### src/rtl/uart_rx_fifo.sv
// Oversampling 8N1 UART receiver (16x ticks, 3-sample majority vote) feeding a
// first-word-fall-through receive FIFO with sticky overrun/framing error flags.
module uart_rx_fifo #(
   parameter int unsigned BAUD_DIV   = 651,
   parameter int unsigned DEPTH_LOG2 = 3
) (
   input  logic                  clk,
   input  logic                  reset,
   input  logic                  rx,
   input  logic                  rd_en,
   output logic [7:0]            rd_data,
   output logic                  empty,
   output logic                  full,
   output logic [DEPTH_LOG2:0]   count,
   output logic                  overrun,
   output logic                  frame_err,
   input  logic                  clr_err
);

   localparam int unsigned DEPTH = 1 << DEPTH_LOG2;

   typedef enum logic [1:0] {StIdle, StStart, StData, StStop} state_e;

   state_e                state_q;
   logic                  rx_meta_q, rx_sync_q, rx_prev_q;
   logic [15:0]           div_q;
   logic [3:0]            samp_q;
   logic [3:0]            bit_q;
   logic [1:0]            vote_q;
   logic [7:0]            shift_q;
   logic [7:0]            mem_q [DEPTH];
   logic [DEPTH_LOG2-1:0] wr_ptr_q, rd_ptr_q;
   logic [DEPTH_LOG2:0]   count_q;
   logic                  overrun_q, frame_err_q;

   logic tick, start_det, bit_val, stop_tick, push, ferr_set, pop, push_ok;

   assign tick      = (div_q == 16'(BAUD_DIV - 1));
   assign start_det = (state_q == StIdle) && rx_prev_q && !rx_sync_q;
   // Samples 7 and 8 are stored; sample 9 is the live synced line.
   assign bit_val   = (vote_q[0] & vote_q[1]) | (vote_q[0] & rx_sync_q) |
                      (vote_q[1] & rx_sync_q);
   assign stop_tick = (state_q == StStop) && tick && (samp_q == 4'd9);
   assign push      = stop_tick && bit_val;
   assign ferr_set  = stop_tick && !bit_val;
   assign pop       = rd_en && !empty;
   assign push_ok   = push && (!full || pop);

   always_ff @(posedge clk or negedge reset) begin
      if (!reset) begin
         rx_meta_q <= 1'b0;
         rx_sync_q <= 1'b0;
         rx_prev_q <= 1'b0;
         div_q     <= '0;
         samp_q    <= '0;
         bit_q     <= '0;
         vote_q    <= '0;
         shift_q   <= '0;
         state_q   <= StIdle;
      end else begin
         rx_meta_q <= rx;
         rx_sync_q <= rx_meta_q;
         rx_prev_q <= rx_sync_q;
         if (start_det || tick) div_q <= '0;
         else                   div_q <= div_q + 16'd1;

         if (state_q == StIdle) begin
            if (start_det) begin
               state_q <= StStart;
               samp_q  <= '0;
               bit_q   <= '0;
            end
         end else if (tick) begin
            samp_q <= samp_q + 4'd1;
            if (samp_q == 4'd7) vote_q[0] <= rx_sync_q;
            if (samp_q == 4'd8) vote_q[1] <= rx_sync_q;
            unique case (state_q)
               StStart: begin
                  if (samp_q == 4'd9 && bit_val) begin
                     state_q <= StIdle;
                  end else if (samp_q == 4'd15) begin
                     state_q <= StData;
                     bit_q   <= 4'd1;
                  end
               end
               StData: begin
                  if (samp_q == 4'd9) shift_q <= {bit_val, shift_q[7:1]};
                  if (samp_q == 4'd15) begin
                     if (bit_q == 4'd8) state_q <= StStop;
                     bit_q <= bit_q + 4'd1;
                  end
               end
               // Leave half a bit early so a back-to-back start edge is not missed.
               StStop: if (samp_q == 4'd9) state_q <= StIdle;
               StIdle: ;
               default: ;
            endcase
         end
      end
   end

   always_ff @(posedge clk or negedge reset) begin
      if (!reset) begin
         for (int i = 0; i < DEPTH; i++) mem_q[i] <= '0;
         wr_ptr_q    <= '0;
         rd_ptr_q    <= '0;
         count_q     <= '0;
         overrun_q   <= 1'b0;
         frame_err_q <= 1'b0;
      end else begin
         if (push_ok) begin
            mem_q[wr_ptr_q] <= shift_q;
            wr_ptr_q        <= wr_ptr_q + DEPTH_LOG2'(1);
         end
         if (pop) rd_ptr_q <= rd_ptr_q + DEPTH_LOG2'(1);
         if (push_ok && !pop)      count_q <= count_q + (DEPTH_LOG2+1)'(1);
         else if (!push_ok && pop) count_q <= count_q - (DEPTH_LOG2+1)'(1);

         // A new error event outranks a simultaneous clear.
         if (push && full && !pop) overrun_q <= 1'b1;
         else if (clr_err)         overrun_q <= 1'b0;
         if (ferr_set)             frame_err_q <= 1'b1;
         else if (clr_err)         frame_err_q <= 1'b0;
      end
   end

   assign rd_data   = mem_q[rd_ptr_q];
   assign count     = count_q;
   assign empty     = (count_q == '0);
   assign full      = (count_q == (DEPTH_LOG2+1)'(DEPTH));
   assign overrun   = overrun_q;
   assign frame_err = frame_err_q;

endmodule

### config.mk
export PLATFORM = sky130hd
export DESIGN_NAME = uart_rx_fifo
export DESIGN_NICKNAME = d
export VERILOG_FILES = /design/src/rtl/uart_rx_fifo.sv
export SDC_FILE = /design/constraint.sdc
export NUM_CORES = 1
export LEC_CHECK = 0
export ABC_AREA = 1
export CORE_ASPECT_RATIO = 0.8
export CORE_MARGIN = 1.5
export CORE_UTILIZATION = 35
export CTS_BUF_LIST = sky130_fd_sc_hd__clkbuf_2
export CTS_CLUSTER_SIZE = 10
export DETAILED_ROUTE_END_ITERATION = 12
export PLACE_DENSITY = 0.51
export SLEW_MARGIN = 20
export SYNTH_ARGS = -nofsm -noshare
export SYNTH_HDL_FRONTEND = slang
export SYNTH_SLANG_ARGS = --single-unit
export TNS_END_PERCENT = 1
### constraint.sdc
create_clock -name clk -period 3.3 [get_ports clk]
set_input_delay 0.33 -clock clk [delete_from_list [all_inputs] [get_ports clk]]
set_output_delay 0.33 -clock clk [all_outputs]
set_load 0.03 [all_outputs]
Word level (Yosys, flattened, before mapping) --
Cells that the tools add are included.
Storage, ports and cells: output and inout port bits 16, input bits 5, register bits after elaboration 115, word-level logic and storage cells 124
Cells by class: order comparisons 3, bitwise gates (word level) 8, equality and inequality tests 17, muxes and demuxes 30, add/sub/neg operators 7, reduce and logical (&&, ||, !) cells 36
Operator list (number):
- bitwise mux 64 bit | 1
- 2-to-1 mux 4 bit | 10
- binary-select mux 8 bit (select 3 bit) | 1
- demux 8 bit (select 3 bit) | 1
- 2-to-1 mux 8 bit | 3
- equality test 4 bit (second input constant) | 5
- adder 16 x 1 -> 16 bit (second input constant) | 1
- equality test 16 x 10 -> 1 bit (second input constant) | 1
- 2-to-1 mux 16 bit | 1
- 2-to-1 mux 2 bit | 8
- logical AND 1 bit | 14
- adder 4 x 1 -> 4 bit (second input constant) | 3
- inequality test 3 bit (second input constant) | 4
- greater-or-equal comparator 4 bit (second input constant) | 2
- inverter 3 -> 4 bit | 2
- case mux 4 bit (2 select lines) | 1
- nonzero test 2 bit | 4
- AND reduction 7 bit | 1
- adder 3 x 1 -> 3 bit (second input constant) | 2
- zero test 1 bit | 6
- case mux 2 bit (3 select lines) | 1
- AND reduction 3 bit | 2
- AND reduction 6 bit | 1
- equality test 2 bit (second input constant) | 2
- 18 further kinds | 24

Logic depth before layout (Yosys ltp) --
depth after elaboration 9, mapped depth 15, gate-level depth less buffers 14

Worst setup path after synthesis --
No wires, ideal clock.
kind reg-to-reg, start register div_q[0], end register count_q[3], in the netlist count[3], arrival time 2393 ps, required time 3217 ps, path buffers 1, setup slack 824 ps, cell stages (with the launch flop) 16, library setup time 83 ps, cells stage by stage dfrtp_1 > inv_1 > ha_1 > nand3_1 > nor2_4 > nand4_2 > nor2_4 > buf_4 > ha_1 > inv_1 > ha_1 > a21o_1 > a21oi_1 > xor2_1 > nand2_1 > o21ai_0
Between the ends: word-level cells in the longest chain between the ends 8
RTL lines:
- from (decl) | RTL line 26 | logic [15:0] div_q;
- from (signal assigned) | RTL line 65 | else div_q <= div_q + 16'd1;
- equality test 16 x 10 -> 1 bit * | RTL line 38 | assign tick = (div_q == 16'(BAUD_DIV - 1));
- logical AND 1 bit * (2 in series) | RTL line 43 | assign stop_tick = (state_q == StStop) && tick && (samp_q == 4'd9);
- logical AND 1 bit * | RTL line 44 | assign push = stop_tick && bit_val;
- logical AND 1 bit * | RTL line 47 | assign push_ok = push && (!full || pop);
- via push_ok | RTL line 36 | logic tick, start_det, bit_val, stop_tick, push, ferr_set, pop, push_ok;
- zero test 1 bit | RTL line 117 | else if (!push_ok && pop) count_q <= count_q - (DEPTH_LOG2+1)'(1);
- logical AND 1 bit | RTL line 117
- nonzero test 2 bit (no source line)
- to (signal assigned) | RTL line 116 | if (push_ok && !pop) count_q <= count_q + (DEPTH_LOG2+1)'(1);
- to (signal assigned) | RTL line 117
- to (decl) | RTL line 33 | logic [DEPTH_LOG2:0] count_q;
The timed path passes the listed nets; every way through them passes the cells marked *. A chain may end at the register's enable or synchronous reset.

Final worst setup path --
start register rd_ptr_q[1], end output rd_data[2]
Between the ends: word-level cells in the longest chain between the ends 4
RTL lines:
- from (decl) | RTL line 32 | logic [DEPTH_LOG2-1:0] wr_ptr_q, rd_ptr_q;
- from (signal assigned) | RTL line 115 | if (pop) rd_ptr_q <= rd_ptr_q + DEPTH_LOG2'(1);
- inverter 3 -> 4 bit (implied by the code) | RTL line 127 | assign rd_data = mem_q[rd_ptr_q];
- binary-select mux 8 bit (select 3 bit) | RTL line 127
- 2-to-1 mux 8 bit (implied by the code) (2 in series) | RTL line 127
- to (decl) | RTL line 11 | output logic [7:0] rd_data,
No other way between the ends. The select of a mux whose other input is x is not followed.

==> report_table.html <==
<table>
<tr><th>Metric</th><th>Value</th></tr>
<tr><th colspan="2">Status</th></tr>
<tr><td>Run status</td><td>complete, no violations</td></tr>
<tr><th colspan="2">Setup path</th></tr>
<tr><td>Biggest fanout along the worst timing path</td><td>34</td></tr>
<tr><td>Kind of launch point of the worst setup path</td><td>flop</td></tr>
<tr><td>Reg2Reg Capture Point</td><td>count[3]$_DFFE_PN0P_</td></tr>
<tr><td>Startpoint of the worst setup timing path</td><td>rd_ptr_q[1]$_DFFE_PN0P_</td></tr>
<tr><td>CP max stage delay</td><td>0.75 ns</td></tr>
<tr><td>Worst EP arrival</td><td>2.70 ns</td></tr>
<tr><td>Worst-case reg-to-reg path depth</td><td>14</td></tr>
<tr><td>CP delay by family, top</td><td>flip-flops</td></tr>
<tr><td>Cell count along the critical path</td><td>5</td></tr>
<tr><td>Critical path capture point</td><td>rd_data[2]</td></tr>
<tr><td>Critical Path RT</td><td>2.97 ns</td></tr>
<tr><td>Crit path kind</td><td>reg2out</td></tr>
<tr><td>List of cells traversed by the critical path</td><td>o21ai_0 &gt; o32ai_1 &gt; nand2_1 &gt; nand2_1 &gt; clkdlybuf4s50_1</td></tr>
<tr><td>Slowest stage cell on the critical path</td><td>sky130_fd_sc_hd__dfrtp_2</td></tr>
<tr><td>Startpoint of the lowest-slack register-to-register path</td><td>samp_q[1]$_DFFE_PN0P_</td></tr>
<tr><td>Register-to-register setup slack</td><td>0.70 ns</td></tr>
<tr><td>CP Capture Type</td><td>output port</td></tr>
<tr><td>Most used cell, CP</td><td>sky130_fd_sc_hd__nand2_1</td></tr>
<tr><td>Sum of buffers and inverters on the critical path</td><td>1</td></tr>
<tr><th colspan="2">Finish</th></tr>
<tr><td>Fraction of final layout cells sized beyond drive strength 1</td><td>0.103</td></tr>
<tr><td>Post-layout instance count excluding filler cells</td><td>978</td></tr>
<tr><td>Final core occ</td><td>0.402</td></tr>
<tr><td>Final-stage net count</td><td>767</td></tr>
<tr><td>Layout Area Growth over Synthesis</td><td>11.0%</td></tr>
<tr><th colspan="2">Synthesis</th></tr>
<tr><td>Mean Syn Cell Area</td><td>8.29 um2</td></tr>
<tr><td>Synthesized netlist cell count</td><td>730</td></tr>
<tr><td>Leading cell type by number of instances after synthesis</td><td>sky130_fd_sc_hd__nand2_1</td></tr>
<tr><td>Sequential area share after synthesis</td><td>0.476</td></tr>
<tr><td>Register bit total from synthesis</td><td>115</td></tr>
<tr><td>EDFF count, synth</td><td>0</td></tr>
<tr><td>Count of distinct cell types in the synthesized netlist</td><td>36</td></tr>
<tr><td>Yosys top cell area share</td><td>0.476</td></tr>
<tr><td>Most used flip-flop cell after synthesis</td><td>sky130_fd_sc_hd__dfrtp_1</td></tr>
<tr><td>Most frequent cells after synthesis</td><td>sky130_fd_sc_hd__nand2_1, sky130_fd_sc_hd__dfrtp_1, sky130_fd_sc_hd__nor2_1</td></tr>
<tr><td>Leading cell types by total area after synthesis</td><td>sky130_fd_sc_hd__dfrtp_1, sky130_fd_sc_hd__nand2_1, sky130_fd_sc_hd__nand4_1, sky130_fd_sc_hd__nor2_1, sky130_fd_sc_hd__ha_1</td></tr>
<tr><td>Post-synthesis net count</td><td>753</td></tr>
<tr><td>Cell area after technology mapping</td><td>0.00605 mm2</td></tr>
<tr><td>Share of synthesized flip-flops with an asynchronous set or reset</td><td>1.00</td></tr>
<tr><td>Post-synthesis cell type with the largest combined area</td><td>sky130_fd_sc_hd__dfrtp_1</td></tr>
<tr><td>Yosys warning count</td><td>0</td></tr>
<tr><th colspan="2">Floorplan</th></tr>
<tr><td>Top-Level Pins</td><td>21</td></tr>
<tr><td>Core Area</td><td>0.0167 mm2</td></tr>
<tr><td>Effective utilization at floorplan</td><td>0.362</td></tr>
<tr><td>Chip height</td><td>121 um</td></tr>
<tr><td>Die boundary width</td><td>150 um</td></tr>
<tr><td>Cell row count</td><td>42</td></tr>
<tr><td>Die area</td><td>0.0181 mm2</td></tr>
<tr><th colspan="2">Run</th></tr>
<tr><td>Max-Cap Viols</td><td>0</td></tr>
<tr><th colspan="2">GRT</th></tr>
<tr><td>First-pass GRT wire length</td><td>25800 um</td></tr>
<tr><td>Number of antenna violations at the first check in global routing</td><td>1</td></tr>
<tr><td>GR Overflow Total</td><td>0</td></tr>
<tr><td>Pin count of the biggest net entering global routing</td><td>70</td></tr>
<tr><td>Total routing resource utilization after global routing</td><td>0.184</td></tr>
<tr><td>Via count of the first global-routing pass</td><td>4799</td></tr>
<tr><th colspan="2">Clock network</th></tr>
<tr><td>Clock input transition at the sequential cells of the worst setup and hold paths</td><td>0.19 ns</td></tr>
<tr><td>Cts bufs inserted</td><td>17</td></tr>
<tr><td>Root Buffer Master</td><td>sky130_fd_sc_hd__clkbuf_2</td></tr>
<tr><td>Clk_lat worst skew</td><td>0.68 ns</td></tr>
<tr><td>CTS tree</td><td>built</td></tr>
<tr><td>Number of H-tree levels</td><td>4</td></tr>
<tr><td>CTS Buffer Depth</td><td>2</td></tr>
<tr><td>Num Clock Sinks</td><td>115</td></tr>
<tr><th colspan="2">Timing</th></tr>
<tr><td>Final count of hold timing violations</td><td>0</td></tr>
<tr><td>Total Negative Setup Slacks</td><td>0 ns</td></tr>
<tr><td>Final worst path period share</td><td>0.919</td></tr>
<tr><td>Worst slew margin relative to its limit</td><td>0.373</td></tr>
<tr><td>Final setup violation count</td><td>0</td></tr>
<tr><td>Largest clock skew in the final design</td><td>0.0321 ns</td></tr>
<tr><td>Slew of the pin with the lowest slew margin</td><td>0.939 ns</td></tr>
<tr><td>Achievable clock frequency</td><td>0.330 GHz</td></tr>
<tr><td>Pins Over Slew Limit</td><td>0</td></tr>
<tr><td>Period minus WS final</td><td>3.03 ns</td></tr>
<tr><td>RSZ-0062 raised after global routing</td><td>no</td></tr>
<tr><th colspan="2">Placement</th></tr>
<tr><td>Gpl congestion</td><td>0.780</td></tr>
<tr><td>Placed cell count</td><td>944</td></tr>
<tr><td>Total of buffers placed on input and output ports</td><td>20</td></tr>
<tr><td>Placed wire-length estimate</td><td>10100 um</td></tr>
<tr><th colspan="2">Routing</th></tr>
<tr><td>Count of routing violations after the opening detailed-route iteration</td><td>451</td></tr>
<tr><td>Routed Antenna Nets</td><td>0</td></tr>
<tr><td>DR pass1 iterations</td><td>5</td></tr>
<tr><td>Routed wire per std cell</td><td>15.5 um</td></tr>
<tr><td>Via count normalized by instance count</td><td>5.09</td></tr>
<tr><td>Total Routed Length</td><td>15200 um</td></tr>
<tr><td>Via count of the routed design</td><td>4976</td></tr>
<tr><td>Residual DRC</td><td>0</td></tr>
<tr><th colspan="2">Power</th></tr>
<tr><td>Gate power share</td><td>0.366</td></tr>
<tr><td>Cell leakage power</td><td>3.25 nW</td></tr>
<tr><td>Fraction of power spent switching nets</td><td>0.396</td></tr>
<tr><td>Share of power burned in registers</td><td>0.393</td></tr>
<tr><td>Power density over the cells</td><td>645 mW/mm2</td></tr>
<tr><td>Clock Power Share</td><td>0.240</td></tr>
<tr><td>P_sw</td><td>1.71 mW</td></tr>
<tr><td>Cell-internal power</td><td>2.62 mW</td></tr>
<tr><td>Peak VDD IR</td><td>0.000202 V</td></tr>
<tr><th colspan="2">Hold path</th></tr>
<tr><td>Worst min-delay path class</td><td>in2reg</td></tr>
</table>
kinds of logic (layout without fill, tap and decap cells):
| kind of cell | after synthesis | in the layout | synth area share |
|---|---|---|---|
| other | 0 | 1 | 0 |
| buffers and inverters | 97 | 124 | 0.0649 |
| adder cells (fa/ha/maj) | 18 | 18 | 0.0385 |
| AND/OR/NAND/NOR | 407 | 407 | 0.324 |
| XOR/XNOR | 11 | 11 | 0.0159 |
| multiplexers | 1 | 1 | 0.00186 |
| AO/OA/AOI/OAI | 81 | 81 | 0.0792 |
| flip-flops | 115 | 115 | 0.476 |
registers in the layout, summed over array words and instances (netlist names):
name,flops
bit_q,4
count,4
div_q,16
frame_err,1
mem_q,64
overrun,1
rd_ptr_q,3
rx_meta_q,1
rx_prev_q,1
rx_sync_q,1
samp_q,4
shift_q,8
state_q,2
vote_q,2
wr_ptr_q,3
layout by cell type, fill, tap and decap left out, types with 12 or more instances in the layout:
cell type                         instances
sky130_fd_sc_hd__o21ai_0                 30
sky130_fd_sc_hd__nand4_1                 65
sky130_fd_sc_hd__o21ai_1                 16
sky130_fd_sc_hd__o32ai_1                 16
sky130_fd_sc_hd__nor2_1                  79
sky130_fd_sc_hd__inv_1                   48
sky130_fd_sc_hd__clkdlybuf4s50_1         19
sky130_fd_sc_hd__buf_4                   12
sky130_fd_sc_hd__a21oi_1                 13
sky130_fd_sc_hd__nand2_1                215
sky130_fd_sc_hd__ha_1                    17
sky130_fd_sc_hd__clkbuf_2                20
sky130_fd_sc_hd__nand3_1                 17
sky130_fd_sc_hd__dfrtp_1                114
final cells by class:
cell class                      count  area [um2]
Timing Repair Buffer               32         290
Tap cell                          220         275
Fill cell                        1684       10000
Inverter                           60         225
Multi-Input combinational cell    518        2780
Clock inverter                     12         163
Antenna cell                        1        2.50
Clock buffer                       20         100
Sequential cell                   115        2880
per-layer routing:
metal	part of all wire	track usage	wire length, um	up-vias
li1	-	-	-	2471
met1	0.51	0.277	7820	2383
met2	0.43	0.262	6470	112
met3	0.051	0.0460	783	10
met4	0.0082	0.0441	125	0
met5	0	0	0	-
through the flow:
stage	hold slack, ns	worst slack [ns]	power (mW)	cell area, um2
after detailed placement	0.341	0.689	3.32	6440
after global routing	0.0383	0.0244	4.65	6720
after floorplan	0.0344	0.824	2.76	6050
final	0.128	0.266	4.33	6720
after global placement	0.332	0.794	3.32	6440
after CTS	0.0600	0.215	4.37	6710
power by group through the flow:
| stage | Sequential [mW] | Combinational, mW | Clock [mW] |
|---|---|---|---|
| 3_3_place_gp | 1.72 | 1.60 | 0 |
| 4_1_cts | 1.70 | 1.59 | 1.08 |
| 3_5_place_dp | 1.73 | 1.59 | 0 |
| 5_1_grt | 1.73 | 1.78 | 1.14 |
| 6_report | 1.70 | 1.58 | 1.04 |
| 2_1_floorplan | 1.69 | 1.07 | 0 |
repair_timing:
item,in CTS,in global routing
endpoints found under the hold margin,51,0
setup endpoints to repair,8,0
hold buffers,1,0
buffers inserted,0,0
gates resized for setup,1,0
worst min-delay path by stage:
stage | start | end | depth (start not counted)
2_1_floorplan | reset | bit_q[0]$_DFFE_PN0P_ | 0
3_3_place_gp | rx_meta_q$_DFF_PN0_ | rx_sync_q$_DFF_PN0_ | 0
3_5_place_dp | rx_meta_q$_DFF_PN0_ | rx_sync_q$_DFF_PN0_ | 0
4_1_cts | rx | rx_meta_q$_DFF_PN0_ | 1
5_1_grt | rx | rx_meta_q$_DFF_PN0_ | 1
6_report | rx | rx_meta_q$_DFF_PN0_ | 1
worst reg2reg max path: cells and delay by family, from the launching register on:
kind                     cells  cell delay (ns)
flip-flops                   1             0.44
AO/OA/AOI/OAI                3             0.40
buffers and inverters        2             0.19
adder cells (fa/ha/maj)      3             0.63
AND/OR/NAND/NOR              5             0.72
XOR/XNOR                     1             0.16
No activity file was read; power rests on OpenSTA's default activity.
